File: config.mk
export PLATFORM = sky130hd
export DESIGN_NAME = crash_detector_flat
export DESIGN_NICKNAME = d
export VERILOG_FILES = /design/src/rtl/dino_pkg.sv /design/src/rtl/crash_detector_if.sv /design/src/rtl/crash_detector_overlap_accumulator.sv /design/src/rtl/crash_detector.sv /design/src/flat_wrapper.sv
export SDC_FILE = /design/constraint.sdc
export NUM_CORES = 1
export LEC_CHECK = 0
export CAP_MARGIN = 40
export CORE_MARGIN = 2
export CORE_UTILIZATION = 49
export DETAILED_ROUTE_END_ITERATION = 8
export GPL_ROUTABILITY_DRIVEN = 0
export PLACE_DENSITY = 0.8
export SYNTH_ARGS = -nofsm -noshare
export SYNTH_HDL_FRONTEND = slang
export SYNTH_SLANG_ARGS = --single-unit
export TNS_END_PERCENT = 30
File: constraint.sdc
create_clock -name clk -period 3.7 [get_ports clk]
set_input_delay 0.555 -clock clk [delete_from_list [all_inputs] [get_ports clk]]
set_output_delay 0.555 -clock clk [all_outputs]
set_load 0.03 [all_outputs]
File: src/rtl/dino_pkg.sv
// Shared definitions for the dino game datapath.
// - state_t      : crash_detector FSM encoding (IDLE, GRACE, ARMED, CRASHED)
// - COORD_W_DEFAULT : default pixel coordinate width
// - TICK_VEL/TICK_POS : bit indices into game_tick, shared with player_controller
package dino_pkg;

  typedef enum logic [1:0] {
    IDLE    = 2'b00,
    GRACE   = 2'b01,
    ARMED   = 2'b10,
    CRASHED = 2'b11
  } state_t;

  localparam int COORD_W_DEFAULT = 10;

  localparam int TICK_VEL = 0;
  localparam int TICK_POS = 1;

endpackage

File: src/rtl/crash_detector_if.sv
// Bundle between the sprite renderers / player_controller and crash_detector.
// Pixel stream and game control flow into the detector; crash status flows out.
//   game_tick[1:0], video_active, hpos, vpos, player_pixel, obstacle_pixel,
//   game_start_pulse, game_over_pulse  : driven by master
//   crash, crash_hpos, crash_vpos, armed : driven by slave (crash_detector)
interface crash_detector_if
  import dino_pkg::*;
#(
  parameter int COORD_W = COORD_W_DEFAULT
);

  logic [1:0]         game_tick;
  logic               video_active;
  logic [COORD_W-1:0] hpos;
  logic [COORD_W-1:0] vpos;
  logic               player_pixel;
  logic               obstacle_pixel;
  logic               game_start_pulse;
  logic               game_over_pulse;
  logic               crash;
  logic [COORD_W-1:0] crash_hpos;
  logic [COORD_W-1:0] crash_vpos;
  logic               armed;

  modport master (
    output game_tick, video_active, hpos, vpos, player_pixel, obstacle_pixel,
           game_start_pulse, game_over_pulse,
    input  crash, crash_hpos, crash_vpos, armed
  );

  modport slave (
    input  game_tick, video_active, hpos, vpos, player_pixel, obstacle_pixel,
           game_start_pulse, game_over_pulse,
    output crash, crash_hpos, crash_vpos, armed
  );

endinterface

File: src/rtl/crash_detector_overlap_accumulator.sv
// Per-frame overlap accumulator: saturating hit counter plus capture of the
// first hit coordinate in the frame.
// Ports:
//   clk, rst_n        : clock, asynchronous active-low reset
//   clear             : end of frame / restart; discards count and first-hit flag
//   hit, hpos, vpos   : overlap event and its pixel coordinate
//   frame_met         : threshold reached counting a hit in this very cycle
//   first_hpos/vpos   : first hit of the frame, or the current pixel if none yet
module overlap_accumulator
  import dino_pkg::*;
#(
  parameter int MIN_OVERLAP_PIXELS = 4,
  parameter int COORD_W            = COORD_W_DEFAULT
) (
  input  logic               clk,
  input  logic               rst_n,
  input  logic               clear,
  input  logic               hit,
  input  logic [COORD_W-1:0] hpos,
  input  logic [COORD_W-1:0] vpos,
  output logic               frame_met,
  output logic [COORD_W-1:0] first_hpos,
  output logic [COORD_W-1:0] first_vpos
);

  localparam int CNT_W = $clog2(MIN_OVERLAP_PIXELS + 1);

  logic [CNT_W-1:0]   count;
  logic               have_first;
  logic [COORD_W-1:0] shadow_h;
  logic [COORD_W-1:0] shadow_v;
  logic [CNT_W:0]     count_incl;

  // A hit coinciding with the frame-end clear still belongs to the ending
  // frame, so the threshold and first-hit outputs fold it in combinationally.
  always_comb begin
    count_incl = {1'b0, count} + {{CNT_W{1'b0}}, hit};
    frame_met  = (count_incl >= (CNT_W + 1)'(MIN_OVERLAP_PIXELS));
    first_hpos = have_first ? shadow_h : hpos;
    first_vpos = have_first ? shadow_v : vpos;
  end

  always_ff @(posedge clk or negedge rst_n) begin
    if (!rst_n) begin
      count      <= '0;
      have_first <= 1'b0;
    end else if (clear) begin
      count      <= '0;
      have_first <= 1'b0;
    end else if (hit) begin
      if (count != CNT_W'(MIN_OVERLAP_PIXELS)) begin
        count <= count + CNT_W'(1);
      end
      have_first <= 1'b1;
    end
  end

  // Coordinates are only meaningful while have_first is set, so no reset.
  always_ff @(posedge clk) begin
    if (hit && !have_first && !clear) begin
      shadow_h <= hpos;
      shadow_v <= vpos;
    end
  end

endmodule

File: src/rtl/crash_detector.sv
// Crash detector: counts coincident player/obstacle pixels per frame and
// raises crash when a frame reaches MIN_OVERLAP_PIXELS, after a start-of-game
// grace period. crash holds until the controller acknowledges it.
// Ports:
//   clk   : system clock
//   reset : asynchronous, active-low reset
//   bus   : crash_detector_if.slave (pixel stream, tick/start/over strobes in;
//           crash, crash_hpos, crash_vpos, armed out)
module crash_detector
  import dino_pkg::*;
#(
  parameter int MIN_OVERLAP_PIXELS = 4,
  parameter int GRACE_FRAMES       = 8,
  parameter int COORD_W            = COORD_W_DEFAULT
) (
  input  logic           clk,
  input  logic           reset,
  crash_detector_if.slave bus
);

  localparam int     GRACE_W     = (GRACE_FRAMES > 0) ? $clog2(GRACE_FRAMES + 1) : 1;
  localparam state_t START_STATE = (GRACE_FRAMES == 0) ? ARMED : GRACE;

  state_t             state;
  logic [GRACE_W-1:0] grace_cnt;
  logic               crash_r;
  logic               armed_r;
  logic [COORD_W-1:0] crash_h_r;
  logic [COORD_W-1:0] crash_v_r;

  logic               hit;
  logic               tick;
  logic               start;
  logic               ack;
  logic               acc_clear;
  logic               frame_met;
  logic [COORD_W-1:0] first_h;
  logic [COORD_W-1:0] first_v;
  logic               unused_vel;

  assign hit        = bus.video_active & bus.player_pixel & bus.obstacle_pixel;
  assign tick       = bus.game_tick[TICK_POS];
  assign start      = bus.game_start_pulse;
  assign ack        = bus.game_over_pulse;
  assign unused_vel = bus.game_tick[TICK_VEL];

  // Every state change happens on a tick, a start or an acknowledge, so
  // clearing on those covers both frame boundaries and state changes.
  assign acc_clear = tick | start | ((state == CRASHED) & ack);

  overlap_accumulator #(
    .MIN_OVERLAP_PIXELS (MIN_OVERLAP_PIXELS),
    .COORD_W            (COORD_W)
  ) u_accum (
    .clk        (clk),
    .rst_n      (reset),
    .clear      (acc_clear),
    .hit        (hit & (state == ARMED)),
    .hpos       (bus.hpos),
    .vpos       (bus.vpos),
    .frame_met  (frame_met),
    .first_hpos (first_h),
    .first_vpos (first_v)
  );

  always_ff @(posedge clk or negedge reset) begin
    if (!reset) begin
      state     <= IDLE;
      grace_cnt <= '0;
      crash_r   <= 1'b0;
      armed_r   <= 1'b0;
      crash_h_r <= '0;
      crash_v_r <= '0;
    end else if (start) begin
      // A start restarts the game from any state, overriding tick and ack.
      state     <= START_STATE;
      grace_cnt <= GRACE_W'(GRACE_FRAMES);
      crash_r   <= 1'b0;
      armed_r   <= (START_STATE == ARMED);
    end else begin
      case (state)
        IDLE: ;
        GRACE: begin
          if (tick) begin
            grace_cnt <= grace_cnt - GRACE_W'(1);
            if (grace_cnt == GRACE_W'(1)) begin
              state   <= ARMED;
              armed_r <= 1'b1;
            end
          end
        end
        ARMED: begin
          if (tick && frame_met) begin
            state     <= CRASHED;
            crash_r   <= 1'b1;
            armed_r   <= 1'b0;
            crash_h_r <= first_h;
            crash_v_r <= first_v;
          end
        end
        CRASHED: begin
          if (ack) begin
            state   <= IDLE;
            crash_r <= 1'b0;
          end
        end
        default: begin
          state   <= IDLE;
          crash_r <= 1'b0;
          armed_r <= 1'b0;
        end
      endcase
    end
  end

  assign bus.crash      = crash_r;
  assign bus.armed      = armed_r;
  assign bus.crash_hpos = crash_h_r;
  assign bus.crash_vpos = crash_v_r;

endmodule

File: src/flat_wrapper.sv
// flat-port wrapper written by rule: the top's interface ports become plain ports
module crash_detector_flat import dino_pkg::*;
#(
  parameter int MIN_OVERLAP_PIXELS = 4,
  parameter int GRACE_FRAMES       = 8,
  parameter int COORD_W            = COORD_W_DEFAULT
)
  (clk, reset, bus_game_tick, bus_video_active, bus_hpos, bus_vpos, bus_player_pixel, bus_obstacle_pixel, bus_game_start_pulse, bus_game_over_pulse, bus_crash, bus_crash_hpos, bus_crash_vpos, bus_armed);
  crash_detector_if #(.COORD_W(COORD_W)) bus_i ();
  input  logic clk;
  input  logic reset;
  input wire logic [$bits(bus_i.game_tick)-1:0] bus_game_tick;
  input wire logic [$bits(bus_i.video_active)-1:0] bus_video_active;
  input wire logic [$bits(bus_i.hpos)-1:0] bus_hpos;
  input wire logic [$bits(bus_i.vpos)-1:0] bus_vpos;
  input wire logic [$bits(bus_i.player_pixel)-1:0] bus_player_pixel;
  input wire logic [$bits(bus_i.obstacle_pixel)-1:0] bus_obstacle_pixel;
  input wire logic [$bits(bus_i.game_start_pulse)-1:0] bus_game_start_pulse;
  input wire logic [$bits(bus_i.game_over_pulse)-1:0] bus_game_over_pulse;
  output wire logic [$bits(bus_i.crash)-1:0] bus_crash;
  output wire logic [$bits(bus_i.crash_hpos)-1:0] bus_crash_hpos;
  output wire logic [$bits(bus_i.crash_vpos)-1:0] bus_crash_vpos;
  output wire logic [$bits(bus_i.armed)-1:0] bus_armed;
  assign bus_i.game_tick = bus_game_tick;
  assign bus_i.video_active = bus_video_active;
  assign bus_i.hpos = bus_hpos;
  assign bus_i.vpos = bus_vpos;
  assign bus_i.player_pixel = bus_player_pixel;
  assign bus_i.obstacle_pixel = bus_obstacle_pixel;
  assign bus_i.game_start_pulse = bus_game_start_pulse;
  assign bus_i.game_over_pulse = bus_game_over_pulse;
  assign bus_crash = bus_i.crash;
  assign bus_crash_hpos = bus_i.crash_hpos;
  assign bus_crash_vpos = bus_i.crash_vpos;
  assign bus_armed = bus_i.armed;
  crash_detector #(.MIN_OVERLAP_PIXELS(MIN_OVERLAP_PIXELS), .GRACE_FRAMES(GRACE_FRAMES), .COORD_W(COORD_W)) u_core (.clk(clk), .reset(reset), .bus(bus_i));
endmodule
; ---- Yosys cells after proc, flatten, opt, wreduce, memory -nomap -nowiden
; Index checks and enable logic that the tools add are counted.
[classes]
n_addsub = 3
n_lt_le_gt_ge = 1
n_eq_ne = 9
muxes = 25
bitwise_logic = 7
n_reduce_logical = 18
[op_table]
columns = op, count
row1 = $mux W10, 2
row2 = $mux W4, 3
row3 = $ne A3 B3 Y1 const B, 4
row4 = $mux W2, 5
row5 = $mux W1, 9
row6 = $mux W3, 3
row7 = $reduce_bool A2 Y1, 4
row8 = $pmux W2 S3, 1
row9 = $reduce_and A3 Y1, 2
row10 = $reduce_bool A3 Y1, 2
row11 = $reduce_and A5 Y1, 1
row12 = $add A3 B1 Y4, 1
row13 = $and A1 B1 Y1, 4
row14 = $eq A2 B2 Y1 const B, 2
row15 = $eq A4 B1 Y1 const B, 1
row16 = $ge A4 B3 Y1 const B, 1
row17 = $pmux W1 S2, 2
row18 = $reduce_and A2 Y1, 2
row19 = $reduce_and A4 Y1, 1
row20 = $reduce_bool A4 Y1, 1
row21 = $sub A4 B1 Y4 const B, 1
row22 = $add A3 B1 Y3 const B, 1
row23 = $logic_and A1 B1 Y1, 3
row24 = $ne A3 B2 Y1 const B, 1
row25 = 4 further kinds, 6
[word_totals]
reg_bits = 52
inputBits = 29
output_inout_bits = 22
word_cells = 73

; ---- Longest topological paths before layout
[logic_depth]
ltp_word = 9
depth_mapped = 6
ltp_nobuf = 6

; ---- Modules after synthesis
; Synthesis repeated with hierarchy kept, for this count alone.
[hier_totals]
hier_cells = 154
area_unflattened_um2 = 2419.8
[by_module_without_submodules]
columns = mod, instances, cells_each, area_per_inst_um2, seq_area_each_um2
row1 = crash_detector, 1, 90, 1256.2, 700.7
row2 = overlap_accumulator, 1, 64, 1163.6, 700.7

; ---- Worst setup path after synthesis
; Ideal clock, no wire load.
[synth_timing]
kind = input-to-reg
start = input bus_game_over_pulse
end = register u_core.u_accum.shadow_h[0] (enable)
setup_time_ns = 0.422
arrival_time_ns = 2.332
required_ns = 3.278
slack_ns = 0.945
stages = 3
n_path_buf = 0
cell_sequence = a31oi_1 -> nand2b_1 -> nor3_1
[synth_via]
elab_chain_len = 4
[synth_lines]
columns = item, line_no
row1 = from (decl), flat_wrapper.sv:19  ; input wire logic [$bits(bus_i.game_over_pulse)-1:0] bus_game_over_pulse;
row2 = $and A1 B1 Y1, crash_detector.sv:49  ; assign acc_clear = tick | start | ((state == CRASHED) & ack);
row3 = $or A1 B1 Y1, crash_detector.sv:49
row4 = $logic_not A1 Y1, crash_detector_overlap_accumulator.sv:60  ; if (hit && !have_first && !clear) begin
row5 = $logic_and A1 B1 Y1, crash_detector_overlap_accumulator.sv:60
row6 = to (signal assigned), crash_detector_overlap_accumulator.sv:61  ; shadow_h <= hpos;
row7 = to (decl), crash_detector_overlap_accumulator.sv:30  ; logic [COORD_W-1:0] shadow_h;
; Every way passes these cells.
; A chain may end at the register's enable or synchronous reset.

; ---- Worst setup path after layout
[layout_timing]
start = input bus_game_start_pulse
end = register u_core.crash_h_r[9], in the netlist u_core.bus.crash_hpos[9]
[layout_via]
elab_chain_len = 2
[layout_lines]
columns = item, line_no
row1 = from (decl), flat_wrapper.sv:18  ; input wire logic [$bits(bus_i.game_start_pulse)-1:0] bus_game_start_pulse;
row2 = $not A1 Y1 (no source line), n/a
row3 = $reduce_and A3 Y1 (no source line), n/a
row4 = to (signal assigned), crash_detector.sv:97  ; crash_h_r <= first_h;
row5 = to (decl), crash_detector.sv:28  ; logic [COORD_W-1:0] crash_h_r;
; Every way passes these cells.

==> results.sh <==
export IMPL_clock_root_buffer="clkbuf_8"
export IMPL_worst_hold_path_type="reg2reg"
export IMPL_clockBufferDepth=2
export IMPL_synth_cells=177
export IMPL_crit_type="in2reg"
export IMPL_timing_rr_start="u_core.state[0]"
export IMPL_cts_resized=0
export IMPL_cts_hold_buf=0
export IMPL_setup_tns_ns=0
export IMPL_final_min_clock_period_ns=2.21
export IMPL_grtUsageTotal_pct=20.0
export IMPL_place_inst=274
export IMPL_worstHoldStart="u_core.bus.crash"
export IMPL_ys_types=28
export IMPL_path_clk_slew_ns=0.09
export IMPL_p_per_area_mw_per_mm2=376
export IMPL_r2r_cells=5
export IMPL_endpoint_kind="register"
export IMPL_holdPathStages=2
export IMPL_n_fill_cell=350
export IMPL_yosys_warnings=0
export IMPL_clock_latency_ns=0.31
export IMPL_cp_arrival_ns=2.37
export IMPL_finalHoldViolations=0
export IMPL_drt_wl_total_mm=4.47
export IMPL_diodes=0
export IMPL_wl_per_cell_um=15.9
export IMPL_avgSynthCellArea_um2=12.4
export IMPL_slew_violations=0
export IMPL_fp_coreArea_mm2=0.00432
export IMPL_reg2reg_slack_ns=1.65
export IMPL_worst_slew_pin_slew_ns=0.759
export IMPL_syn_num_nets=210
export IMPL_finClkSkew_ns=0.00836
export IMPL_drtPass1Iterations=6
export IMPL_fp_dieArea_mm2=0.00501
export IMPL_cts_buffers=5
export IMPL_synth_edf_count=20
export IMPL_yosysTopAreaCell="dfrtp_1"
export IMPL_start_util_pct=50.6
export IMPL_grt_pass1_vias=1647
export IMPL_setup_violations=0
export IMPL_vias=1557
export IMPL_grt_setup_unrepaired="no"
export IMPL_antenna_found_initial=0
export IMPL_cts_tree="yes"
export IMPL_portBuffers=49
export IMPL_fin_cells=282
export IMPL_required_ns=3.86
export IMPL_num_rows=24
export IMPL_relSlewSlack_pct=49.4
export IMPL_hold_end="u_core.bus.crash"
export IMPL_multi_input_area_um2=737
export IMPL_synth_seq_cells=52
export IMPL_p_leak_uw=0.00109
export IMPL_irDropWorstVdd_mv=0.279
export IMPL_synth_area_mm2=0.00219
export IMPL_yosysTopAreaCellShare_pct=36.6
export IMPL_run_status="complete, no violations"
export IMPL_ioPinCount=51
export IMPL_fin_crit_sh_pct=59.7
export IMPL_synth_most_common_cell="dfrtp_1"
export IMPL_synth_common_cells="dfrtp_1, o21ai_1, edfxtp_1, mux2i_1, o21ai_0"
export IMPL_startpoint_type="primary input"
export IMPL_htreeDepth=2
export IMPL_grt_pass1_wl_mm=7.67
export IMPL_synthFlopType="dfrtp_1"
export IMPL_die_width_um=70.8
export IMPL_final_nets=262
export IMPL_drc_errors=0
export IMPL_synthArstFlopShare_pct=61.5
export IMPL_drive_gt1_share_pct=6.96
export IMPL_die_y_um=70.8
export IMPL_antenna_left=0
export IMPL_max_freq_mhz=453
export IMPL_area_growth_syn_to_layout_pct=30.8
export IMPL_synth_seq_area_share_pct=64.1
export IMPL_dp_hpwl_mm=3.02
export IMPL_netlist_top_cells_area="dfrtp_1, edfxtp_1, mux2i_1"
export IMPL_drtIter0Drc=106
export IMPL_cp_max_fo=21
export IMPL_viasPerCell=5.52
export IMPL_whs_ns=0.492
export IMPL_overflow=0
export IMPL_clkSinkCount=52
export IMPL_cts_setup_buffers=0
export IMPL_grt_max_degree=33
export IMPL_regArea_mm2=0.00140
export IMPL_maxCapViolations=0
export IMPL_regToRegEndpoint="u_core.bus.crash_hpos[9]"
==> flip-flops by register name, indices dropped and copies added (netlist names) <==
signal / flops
u_core.u_accum.shadow_v: 10
u_core.bus.crash_hpos: 10
u_core.u_accum.shadow_h: 10
u_core.grace_cnt: 4
u_core.state: 2
u_core.u_accum.have_first: 1
u_core.bus.crash: 1
u_core.bus.armed: 1
u_core.bus.crash_vpos: 10
u_core.u_accum.count: 3
==> critical path, cell delays in order <==
cell and delay [ns]:
clkdlybuf4s50_1 0.59, nand3b_1 0.15, buf_4 0.25, or2_1 0.64
o21ai_1 0.17
==> area by class of cell <==
type                    instances  share of cell area [%]
clock buffers                   6                    2.54
clock inverters                 2                    1.22
inverters                       6                   0.787
multi-input cells             110                    25.8
flip-flops and latches         52                    49.0
well taps                      52                    2.27
repair buffers                 54                    18.5
==> worst max path at each step <==
stage	slack, ns	start	endpoint	depth (start not counted)
3_5_place_dp	1.12	bus_game_start_pulse	u_core.bus.crash_hpos[7]	5
5_1_grt	1.28	bus_game_start_pulse	u_core.bus.crash_hpos[8]	5
4_1_cts	1.45	bus_game_start_pulse	u_core.bus.crash_vpos[7]	5
3_3_place_gp	1.14	bus_game_start_pulse	u_core.bus.crash_hpos[0]	5
2_1_floorplan	0.95	bus_game_over_pulse	u_core.u_accum.shadow_h[0]	3
6_report	1.49	bus_game_start_pulse	u_core.bus.crash_hpos[9]	5
==> layer usage <==
metal | wire length [um] | GRT usage (%) | part of all wire, % | up-vias
met3 | 210 | 4.84 | 4.7 | 6
met4 | 69 | 10.5 | 1.5 | 0
met1 | 1880 | 25.0 | 42 | 760
met5 | 0 | 0 | 0 | -
met2 | 2310 | 32.5 | 52 | 45
li1 | - | - | - | 746
==> cell families after synthesis <==
| group | synth area share, % |
|---|---|
| adder cells (fa/ha/maj) | 2.29 |
| multiplexers | 9.15 |
| flip-flops | 64.1 |
| XOR/XNOR | 1.60 |
| AND/OR/NAND/NOR | 8.35 |
| buffers and inverters | 2.75 |
| AO/OA/AOI/OAI | 11.8 |
==> where the power goes <==
group          switching (uW)  leakage (uW)  total [uW]  internal (uW)
clock network             181     0.0000552         382            201
registers                6.60      0.000615         613            606
logic                    34.6      0.000416        80.2           45.6
==> cells in the final DEF (no fill, tap or decap), types with 2 or more instances in the layout <==
| cell type | Yosys | layout |
|---|---|---|
| a21oi_1 | 5 | 5 |
| a31oi_1 | 3 | 2 |
| buf_4 | 0 | 5 |
| clkbuf_8 | 0 | 5 |
| clkdlybuf4s50_1 | 0 | 49 |
| dfrtp_1 | 32 | 32 |
| edfxtp_1 | 20 | 20 |
| ha_1 | 4 | 4 |
| inv_1 | 6 | 6 |
| mux2i_1 | 20 | 20 |
| nand2_1 | 8 | 8 |
| nand2b_1 | 2 | 2 |
| nand3_1 | 2 | 2 |
| nor2_1 | 8 | 8 |
| o21ai_0 | 12 | 12 |
| o21ai_1 | 29 | 29 |
| xnor2_1 | 4 | 4 |
==> per-stage QoR <==
step / utilization [%] / cell area, um^2 / power (uW) / setup slack, ns
after floorplan: - / 2190 / 658 / 0.945
after global routing: 66.2 / 2860 / 1120 / 1.28
after detailed placement: 63.7 / 2750 / 707 / 1.12
after CTS: 66.2 / 2860 / 1080 / 1.45
after global placement: 63.7 / 2750 / 704 / 1.14
final: 66.2 / 2860 / 1080 / 1.49
(Power assumes the default switching activity.)
